[src/rtl/muldiv_pkg.sv]
// muldiv_pkg: op codes shared with the ALU decoder, sequencer state encoding,
// and op classification helpers for the multi-cycle M-extension unit.
package muldiv_pkg;

    localparam int OP_W = 5;

    // M-extension op codes as emitted by the ALU decoder
    localparam logic [OP_W-1:0] OP_MULU   = 5'b01001;
    localparam logic [OP_W-1:0] OP_MULHS  = 5'b01010;
    localparam logic [OP_W-1:0] OP_MULHSU = 5'b01011;
    localparam logic [OP_W-1:0] OP_MULHU  = 5'b01100;
    localparam logic [OP_W-1:0] OP_DIVU   = 5'b01101;
    localparam logic [OP_W-1:0] OP_DIVS   = 5'b01110;
    localparam logic [OP_W-1:0] OP_REMU   = 5'b01111;
    localparam logic [OP_W-1:0] OP_REMS   = 5'b10000;

    // State codes kept as plain constants so legacy tools can match them
    localparam logic [2:0] S_IDLE = 3'd0;
    localparam logic [2:0] S_PREP = 3'd1;
    localparam logic [2:0] S_CALC = 3'd2;
    localparam logic [2:0] S_FIX  = 3'd3;
    localparam logic [2:0] S_DONE = 3'd4;

    typedef enum logic [2:0] {
        ST_IDLE = S_IDLE,
        ST_PREP = S_PREP,
        ST_CALC = S_CALC,
        ST_FIX  = S_FIX,
        ST_DONE = S_DONE
    } state_e;

    function automatic logic is_mul(input logic [OP_W-1:0] op);
        return (op == OP_MULU) || (op == OP_MULHS) || (op == OP_MULHSU) || (op == OP_MULHU);
    endfunction

    function automatic logic is_div(input logic [OP_W-1:0] op);
        return (op == OP_DIVU) || (op == OP_DIVS) || (op == OP_REMU) || (op == OP_REMS);
    endfunction

    function automatic logic is_rem(input logic [OP_W-1:0] op);
        return (op == OP_REMU) || (op == OP_REMS);
    endfunction

    // Both operands are two's complement (mulhsu is handled separately: only a is signed)
    function automatic logic is_signed(input logic [OP_W-1:0] op);
        return (op == OP_MULHS) || (op == OP_DIVS) || (op == OP_REMS);
    endfunction

endpackage

[src/rtl/muldiv_step.sv]
// muldiv_step: one combinational iteration of the sequencer datapath.
// Multiply: shift-add on {hi,lo}, lo holds the multiplier and shifts out LSB first.
// Divide: restoring shift-subtract, hi is the partial remainder and lo the
// dividend that gradually turns into the quotient.
module muldiv_step #(
    parameter int XLEN = 32
) (
    input  logic            div_mode,
    input  logic [XLEN-1:0] hi,
    input  logic [XLEN-1:0] lo,
    input  logic [XLEN-1:0] opnd,
    output logic [XLEN-1:0] hi_next,
    output logic [XLEN-1:0] lo_next
);

    logic [XLEN:0]   sum;
    logic [XLEN:0]   shifted;
    logic [XLEN-1:0] diff;

    // Single add-and-shift or subtract-and-shift step
    always_comb begin
        sum     = {1'b0, hi} + (lo[0] ? {1'b0, opnd} : '0);
        shifted = {hi, lo[XLEN-1]};
        // Only used when shifted >= opnd, so the difference fits in XLEN bits
        diff    = shifted[XLEN-1:0] - opnd;
        hi_next = sum[XLEN:1];
        lo_next = {sum[0], lo[XLEN-1:1]};
        if (div_mode) begin
            if (shifted >= {1'b0, opnd}) begin
                hi_next = diff;
                lo_next = {lo[XLEN-2:0], 1'b1};
            end else begin
                hi_next = shifted[XLEN-1:0];
                lo_next = {lo[XLEN-2:0], 1'b0};
            end
        end
    end

endmodule

[src/rtl/muldiv_seq.sv]
// muldiv_seq: multi-cycle multiply/divide sequencer for M-extension ops.
// Runs XLEN iterations of muldiv_step on magnitudes, then fixes signs.
// Optional build macro DIV_ZERO_FAST_EN: divide/remainder by zero completes
// straight from PREP (latency 2) instead of running the full iteration loop.
module muldiv_seq
    import muldiv_pkg::*;
#(
    parameter int XLEN = 32
) (
    input  logic            clk,
    input  logic            rst,
    input  logic            start_i,
    input  logic [4:0]      alu_op_i,
    input  logic [XLEN-1:0] a_i,
    input  logic [XLEN-1:0] b_i,
    input  logic            flush_i,
    output logic            stall_o,
    output logic            busy_o,
    output logic            done_o,
    output logic [XLEN-1:0] result_o
);

    localparam int CW = $clog2(XLEN);

    state_e          state;
    logic [4:0]      op;
    logic [XLEN-1:0] a_reg;
    logic [XLEN-1:0] b_reg;
    logic [XLEN-1:0] hi;
    logic [XLEN-1:0] lo;
    logic [XLEN-1:0] opnd;
    logic [CW-1:0]   cnt;
    logic            sign_a;
    logic            sign_b;
    logic            b_zero;
    logic [XLEN-1:0] result;

    logic            start_m;
    logic            neg_a;
    logic            neg_b;
    logic [XLEN-1:0] a_abs;
    logic [XLEN-1:0] b_abs;
    logic [XLEN-1:0] hi_next;
    logic [XLEN-1:0] lo_next;
    logic [2*XLEN-1:0] prod_fix;
    logic [XLEN-1:0] quo_fix;
    logic [XLEN-1:0] rem_fix;
    logic [XLEN-1:0] fix_result;

    assign start_m = start_i && (is_mul(alu_op_i) || is_div(alu_op_i));

    // Operand sign capture and magnitude conversion used in PREP
    always_comb begin
        neg_a = a_reg[XLEN-1] && (is_signed(op) || (op == OP_MULHSU));
        neg_b = b_reg[XLEN-1] && is_signed(op);
        a_abs = neg_a ? (~a_reg + 1'b1) : a_reg;
        b_abs = neg_b ? (~b_reg + 1'b1) : b_reg;
    end

    muldiv_step #(.XLEN(XLEN)) u_step (
        .div_mode (is_div(op)),
        .hi       (hi),
        .lo       (lo),
        .opnd     (opnd),
        .hi_next  (hi_next),
        .lo_next  (lo_next)
    );

    // Sign restoration and result selection used in FIX
    always_comb begin
        prod_fix = (sign_a ^ sign_b) ? (~{hi, lo} + 1'b1) : {hi, lo};
        quo_fix  = ((sign_a ^ sign_b) && !b_zero) ? (~lo + 1'b1) : lo;
        rem_fix  = sign_a ? (~hi + 1'b1) : hi;
        if (is_mul(op)) begin
            fix_result = (op == OP_MULU) ? prod_fix[XLEN-1:0] : prod_fix[2*XLEN-1:XLEN];
        end else begin
            fix_result = is_rem(op) ? rem_fix : quo_fix;
        end
    end

    // Sequencer FSM and datapath registers
    always_ff @(posedge clk or negedge rst) begin
        if (!rst) begin
            state  <= ST_IDLE;
            op     <= '0;
            a_reg  <= '0;
            b_reg  <= '0;
            hi     <= '0;
            lo     <= '0;
            opnd   <= '0;
            cnt    <= '0;
            sign_a <= 1'b0;
            sign_b <= 1'b0;
            b_zero <= 1'b0;
            result <= '0;
        end else if (flush_i) begin
            state <= ST_IDLE;
        end else begin
            case (state)
                ST_IDLE: begin
                    if (start_m) begin
                        op    <= alu_op_i;
                        a_reg <= a_i;
                        b_reg <= b_i;
                        state <= ST_PREP;
                    end
                end
                ST_PREP: begin
                    sign_a <= neg_a;
                    sign_b <= neg_b;
                    b_zero <= (b_reg == '0);
                    cnt    <= CW'(XLEN - 1);
                    hi     <= '0;
                    if (is_div(op)) begin
                        lo   <= a_abs;
                        opnd <= b_abs;
                    end else begin
                        lo   <= b_abs;
                        opnd <= a_abs;
                    end
                    state <= ST_CALC;
`ifdef DIV_ZERO_FAST_EN
                    if (is_div(op) && (b_reg == '0)) begin
                        result <= is_rem(op) ? a_reg : '1;
                        state  <= ST_DONE;
                    end
`endif
                end
                ST_CALC: begin
                    hi <= hi_next;
                    lo <= lo_next;
                    if (cnt == '0) begin
                        state <= ST_FIX;
                    end else begin
                        cnt <= cnt - 1'b1;
                    end
                end
                ST_FIX: begin
                    result <= fix_result;
                    state  <= ST_DONE;
                end
                ST_DONE: begin
                    state <= ST_IDLE;
                end
                default: begin
                    state <= ST_IDLE;
                end
            endcase
        end
    end

    // Status outputs; stall is held low while reset is asserted
    always_comb begin
        busy_o   = (state != ST_IDLE);
        done_o   = (state == ST_DONE);
        stall_o  = rst && (((state == ST_IDLE) && start_m) || (state == ST_PREP) ||
                           (state == ST_CALC) || (state == ST_FIX));
        result_o = result;
    end

endmodule

[config.mk]
export PLATFORM = sky130hd
export DESIGN_NAME = muldiv_seq
export DESIGN_NICKNAME = d
export VERILOG_FILES = /design/src/rtl/muldiv_pkg.sv /design/src/rtl/muldiv_step.sv /design/src/rtl/muldiv_seq.sv
export SDC_FILE = /design/constraint.sdc
export NUM_CORES = 1
export LEC_CHECK = 0
export CAP_MARGIN = 20
export CORE_MARGIN = 1.5
export CORE_UTILIZATION = 23
export CTS_CLUSTER_SIZE = 40
export DETAILED_ROUTE_END_ITERATION = 7
export PLACE_DENSITY = 0.47
export SYNTH_ARGS = -nofsm -noshare
export SYNTH_HDL_FRONTEND = slang
export SYNTH_SLANG_ARGS = --single-unit
[constraint.sdc]
create_clock -name clk -period 4.7 [get_ports clk]
set_clock_uncertainty 0.1 [all_clocks]
set_input_delay 1.41 -clock clk [delete_from_list [all_inputs] [get_ports clk]]
set_output_delay 1.41 -clock clk [all_outputs]
set_load 0.005 [all_outputs]
Word-level counts from Yosys, hierarchy flattened
Cells that the tools add are included.
{ "word_totals": {"regBits": 208, "inputBits": 73} }
{ "classes": {"addsub": 8, "n_lt_le_gt_ge": 1, "n_eq_ne": 23, "muxes": 23, "bitwise_logic": 7, "n_reduce_logical": 38} }
{ "ops": {"columns": ["cell", "n"], "rows": [
  ["32-bit 2-to-1 mux", 13],
  ["32-bit by 1-bit adder with 32-bit output, second input constant", 4],
  ["32-bit NOT", 4],
  ["32-bit one-hot mux with 2 select lines", 2],
  ["5-bit by 4-bit equality test with 1-bit output, second input constant", 14],
  ["64-bit by 1-bit adder with 64-bit output, second input constant", 1],
  ["64-bit 2-to-1 mux", 1],
  ["64-bit NOT", 1],
  ["32-bit by 33-bit adder with 33-bit output", 1],
  ["33-bit by 32-bit greater-or-equal comparator with 1-bit output", 1],
  ["32-bit logical NOT", 1],
  ["32-bit subtractor", 1],
  ["1-bit logical OR", 20],
  ["3-bit one-hot mux with 4 select lines", 1],
  ["5-bit equality test, second input constant", 2],
  ["5-bit one-hot mux with 2 select lines", 1],
  ["3-bit 2-to-1 mux", 3],
  ["2-bit AND reduction", 4],
  ["3-bit by 2-bit equality test with 1-bit output, second input constant", 2],
  ["1-bit logical AND", 6],
  ["3-bit != test, second input constant", 2],
  ["3-bit AND reduction", 2],
  ["5-bit logical NOT", 1],
  ["5-bit 2-to-1 mux", 1],
  ["other kinds (11)", 11]
]} }

Depth between registers and ports, before layout
{ "logic_depth": {"ltp_word": 11, "ltp_mapped": 14, "ltp_nobuf": 13} }

Hierarchy
A second synthesis with hierarchy kept.
{ "unflattened": {"cells_unflattened": 2267, "hier_area_um2": 18182.4} }
{ "by_module_without_submodules": {"columns": ["module", "instances", "cells_each", "area_each_um2", "seq_area_each_um2"], "rows": [
  ["muldiv_seq", 1, 1596, 13484.2, 5205.0],
  ["muldiv_step", 1, 671, 4698.3, 0.0]
]} }

Worst setup path after synthesis
No wires, ideal clock.
{ "synth_timing": {"path_type": "input to output", "from": "in alu_op_i[1]", "to": "out stall_o", "arrival_time_ns": 2.061, "required_time_ns": 3.190, "setup_slack_ns": 1.129, "cell_stages": 4, "path_buffers": 0, "cell_sequence": "nor3_1 > and3b_1 > o21ai_0 > a21oi_1"} }
{ "synth_via": {"elab_chain_len": 11} }
{ "synth_lines": {"columns": ["element", "line", "source"], "rows": [
  ["start, declared", "muldiv_seq.sv:13", "input logic [4:0] alu_op_i,"],
  ["5-bit by 4-bit equality test with 1-bit output (on tied branches)", "muldiv_pkg.sv:33, muldiv_pkg.sv:37", null],
  ["1-bit logical OR (on tied branches) (3 in a row)", "muldiv_pkg.sv:33, muldiv_pkg.sv:37", null],
  ["1-bit logical OR *", "muldiv_seq.sv:50", "assign start_m = start_i && (is_mul(alu_op_i) || is_div(alu_op_i));"],
  ["1-bit logical AND *", "muldiv_seq.sv:50", null],
  ["1-bit logical AND *", "muldiv_seq.sv:156", "stall_o = rst && (((state == ST_IDLE) && start_m) || (state == ST_PREP) ||"],
  ["1-bit logical OR * (2 in a row)", "muldiv_seq.sv:156", null],
  ["1-bit logical OR *", "muldiv_seq.sv:157", "(state == ST_CALC) || (state == ST_FIX));"],
  ["1-bit logical AND *", "muldiv_seq.sv:156", null],
  ["end, declared", "muldiv_seq.sv:17", "output logic stall_o,"]
]} }
Mark *: on every way between the ends. The rest lies on a longest branch, timed or not.

Worst setup path after layout
{ "layout_timing": {"from": "in alu_op_i[0]", "to": "out stall_o"} }
The elaborated chain is that of the path after synthesis.

==> impl_results.md <==
* Data required time of the critical path at around 3200 ps
* Maximum number of pins on one net before global-route repair at 156
* Avg WL per Cell at around 22 um
* P_int at 7150 uW
* CTS tree: yes
* Vias per std cell at 5.24
* Maximum capacitance violations at 0
* Cell row count at 100
* Overall die height at 278 um
* Data arrival at the endpoint of the critical path at 3040 ps
* Width of the die at between 200 and 300 um
* Peak Freq at ~0.22 GHz
* Proportion of synthesized flip-flops having asynchronous set or reset at between 90% and 100%
* Tcrit/Tclk final at between 90 and 100%
* Clock Tree Buf Depth at 3
* Via Count at roughly 17,000
* Post-synthesis average cell area at roughly 8 um^2
* HP Class: flip-flop to flip-flop
* Kind of end point of the critical path: output pin
* Syn Nets at 2,343
* Least-Margin Pin Slew at around 910 ps
* Relative slew slack at between 30 and 40%
* Number of antenna violations at the first check in global routing at 1
* Number of DRC violations after detailed routing at 0
* Count of final hold-check violations at 0
* Area added between synthesis and finish at 19.2%
* Share of layout cells above drive strength 1 at under 10%
* Power density relative to cell area at roughly 690 mW/mm^2
* Placeable core region at approximately 0.075 mm^2
* Synthesized instance count at around 2,200
* Overall fraction of global-route tracks in use at between 10% and 20%
* RSZ-0062 raised after global routing: false
* Number of nets in the final layout at between 2,000 and 2,500
* ANT nets after route at 0
* H-tree depth at 1
* Worst Setup Path Type: input port to output pin
* Gp weighted congestion at slightly above 0.9
* First DRT Iteration DRCs at 1,413
* Final setup violation count at 0
* Combinational share of power at between 60% and 70%
* Worst skew pair latency at about 580 ps
* Count of buffers inserted at the top-level ports at between 100 and 150
* ANT cells at 0
* Setup TNS after final layout at 0 ps
* Critical-path maximum fanout at 2
* Library cells used by synthesis at 70
* Vias in the first global route at roughly 17,000
* Die area at 0.0772 mm^2
* YS warnings at 0
* Register bit total from synthesis at roughly 210
* Worst IR Drop VDD at 264 uV
* Max-slew violations at 0
* Area of the mapped netlist at roughly 0.017 mm^2
* Register clock-pin slew on the reported worst setup and hold paths at approximately 60 ps
* Reg power frac at 23.2%
* Number of CTS-inserted buffers at 26
* Hold path start: result_o[9]$_DFFE_PN0P_
* Worst Setup Start Kind: input port
* Buffer type at the clock tree root: clkbuf_16
* First element of the critical path: alu_op_i[0]
* Gr ovfl total at 0
* TritonCTS sink count at around 210
* Net switching power figure at 7210 uW
* Part of the Yosys area used for sequential elements at about 30%
* Wirelength, routed at 70.3 mm
* Clock Power Share at between 10% and 20%
* Static Leakage at 0.00856 uW
* Placed wire-length estimate at 54.9 mm
* Status: finished clean
* Fraction of power spent switching nets at around half
* Post-synth EDFFs at 0
* Number of ports placed on the die boundary at 108
* Total Power Consumption at 14,400 uW
* Clock period minus worst slack at between 4000 and 5000 ps
* Ys flop type: dfrtp_1
* Fillers at between 8,000 and 9,000
* First-pass GRT wire length at approximately 110 mm
* Starting density of the core at between 20% and 30%
* RR Startpoint: lo[0]$_DFFE_PN0P_
* Drt first pass iters at 5
-- stage by stage --
step	hold WS, ps	utilization (%)	instances	setup slack [ps]	instance area [um^2]
after global placement	370	26.4	3190	39.0	19700
final	384	27.8	3238	147	20700
after detailed placement	378	26.4	3190	97.0	19700
after CTS	391	27.8	3238	95.4	20700
after floorplan	350	-	2198	1130	17400
after global routing	405	27.8	3238	3.11	20700
-- layer usage --
metal  share of wire [%]  track usage [%]
met2                  44             28.0
met4                 4.3             6.74
met5               0.014                0
met3                 5.4             2.20
met1                  46             24.9
-- synthesized netlist by cell type (all sizes together) (14+ instances only) --
cell type  count  area (um^2)
nand2        221          830
nand2b        21          131
or3           28          175
xor2         128         1120
a21oi        177          886
a21o          22          165
nor3          55          275
inv           70          263
o21ai        184          921
nor4          17          106
o41ai         14          123
buf           15         62.6
nor2         236          888
a31oi         17          106
nand3         46          230
clkbuf       143          541
a211oi        48          360
nand4         14         87.6
mux2          73          822
xnor2        104          911
o211ai        31          233
ha            70          876
o31ai         51          402
or4           22          173
dfrtp        208         5200
-- worst max-delay path, stage by stage --
cell and delay (ps):
clkdlybuf4s50_1 450, nor3_2 190, and3b_1 170, o21ai_0 130, a21oi_1 180, clkdlybuf4s50_1 520
-- repair_timing --
| item | CTS | global route |
|---|---|---|
| hold buffers | 0 | 0 |
| gates resized for setup | 0 | 1 |
| buffers inserted | 0 | 0 |
| setup endpoints to repair | 0 | 1 |
-- cells by family (layout without fill, tap and decap cells) --
logic type               Yosys count  count (layout)  share of synthesized area [%]
buffers and inverters            228             299                           4.98
AND/OR/NAND/NOR                  716             716                           18.8
flip-flops                       208             208                           30.0
XOR/XNOR                         232             232                           11.7
AO/OA/AOI/OAI                    658             658                           23.9
adder cells (fa/ha/maj)           72              72                           5.27
multiplexers                      84              84                           5.37
-- worst paths after layout --
check	end	slack, ps	depth (start not counted)
max	stall_o	150	6
min reg2reg	result_o[9]$_DFFE_PN0P_	380	2
max in group asynchronous	b_reg[20]$_DFFE_PN0P_	2340	3
max reg2reg	hi[26]$_DFFE_PN0P_	620	14
min	result_o[9]$_DFFE_PN0P_	380	2
min in group asynchronous	op[2]$_DFFE_PN0P_	910	2
-- power by group through the flow --
stage	Sequential (uW)	Clock [uW]	Combinational (uW)
2_1_floorplan	2810	0	6050
3_3_place_gp	3310	0	8520
3_5_place_dp	3340	0	8550
4_1_cts	3310	2390	8600
5_1_grt	3420	2470	9480
6_report	3340	2330	8680
-- placed cells by master (no fill, tap or decap), types with 12 or more instances in the layout --
cell	netlist	final
nor2_1	235	233
nand2_1	221	220
dfrtp_1	208	208
a21oi_1	177	177
o21ai_0	177	176
xor2_1	128	127
clkdlybuf4s50_1	0	106
xnor2_1	104	103
mux2_2	73	73
buf_4	0	71
ha_1	70	70
inv_1	69	69
nor3_1	55	54
o31ai_1	49	49
a211oi_1	48	48
nand3_1	46	46
o211ai_1	31	31
or3_1	28	28
clkbuf_16	0	26
a21o_1	22	22
nand2b_1	21	21
or4_1	20	19
nor4_1	17	17
a31oi_1	17	17
nand4_1	14	14
o41ai_1	14	14
o22ai_1	13	13
a211o_1	13	13
and2_1	12	12
o21a_1	13	12
-- final cells by class --
class | count | area, um^2 | share of cell area (%)
inverters | 70 | 263 | 1.27
repair buffers | 181 | 1670 | 8.06
multi-input cells | 1762 | 11400 | 54.9
clock inverters | 12 | 239 | 1.15
clock buffers | 36 | 748 | 3.61
flip-flops and latches | 208 | 5200 | 25.1
well taps | 969 | 1210 | 5.86
Power figures use the tool's default switching activity.
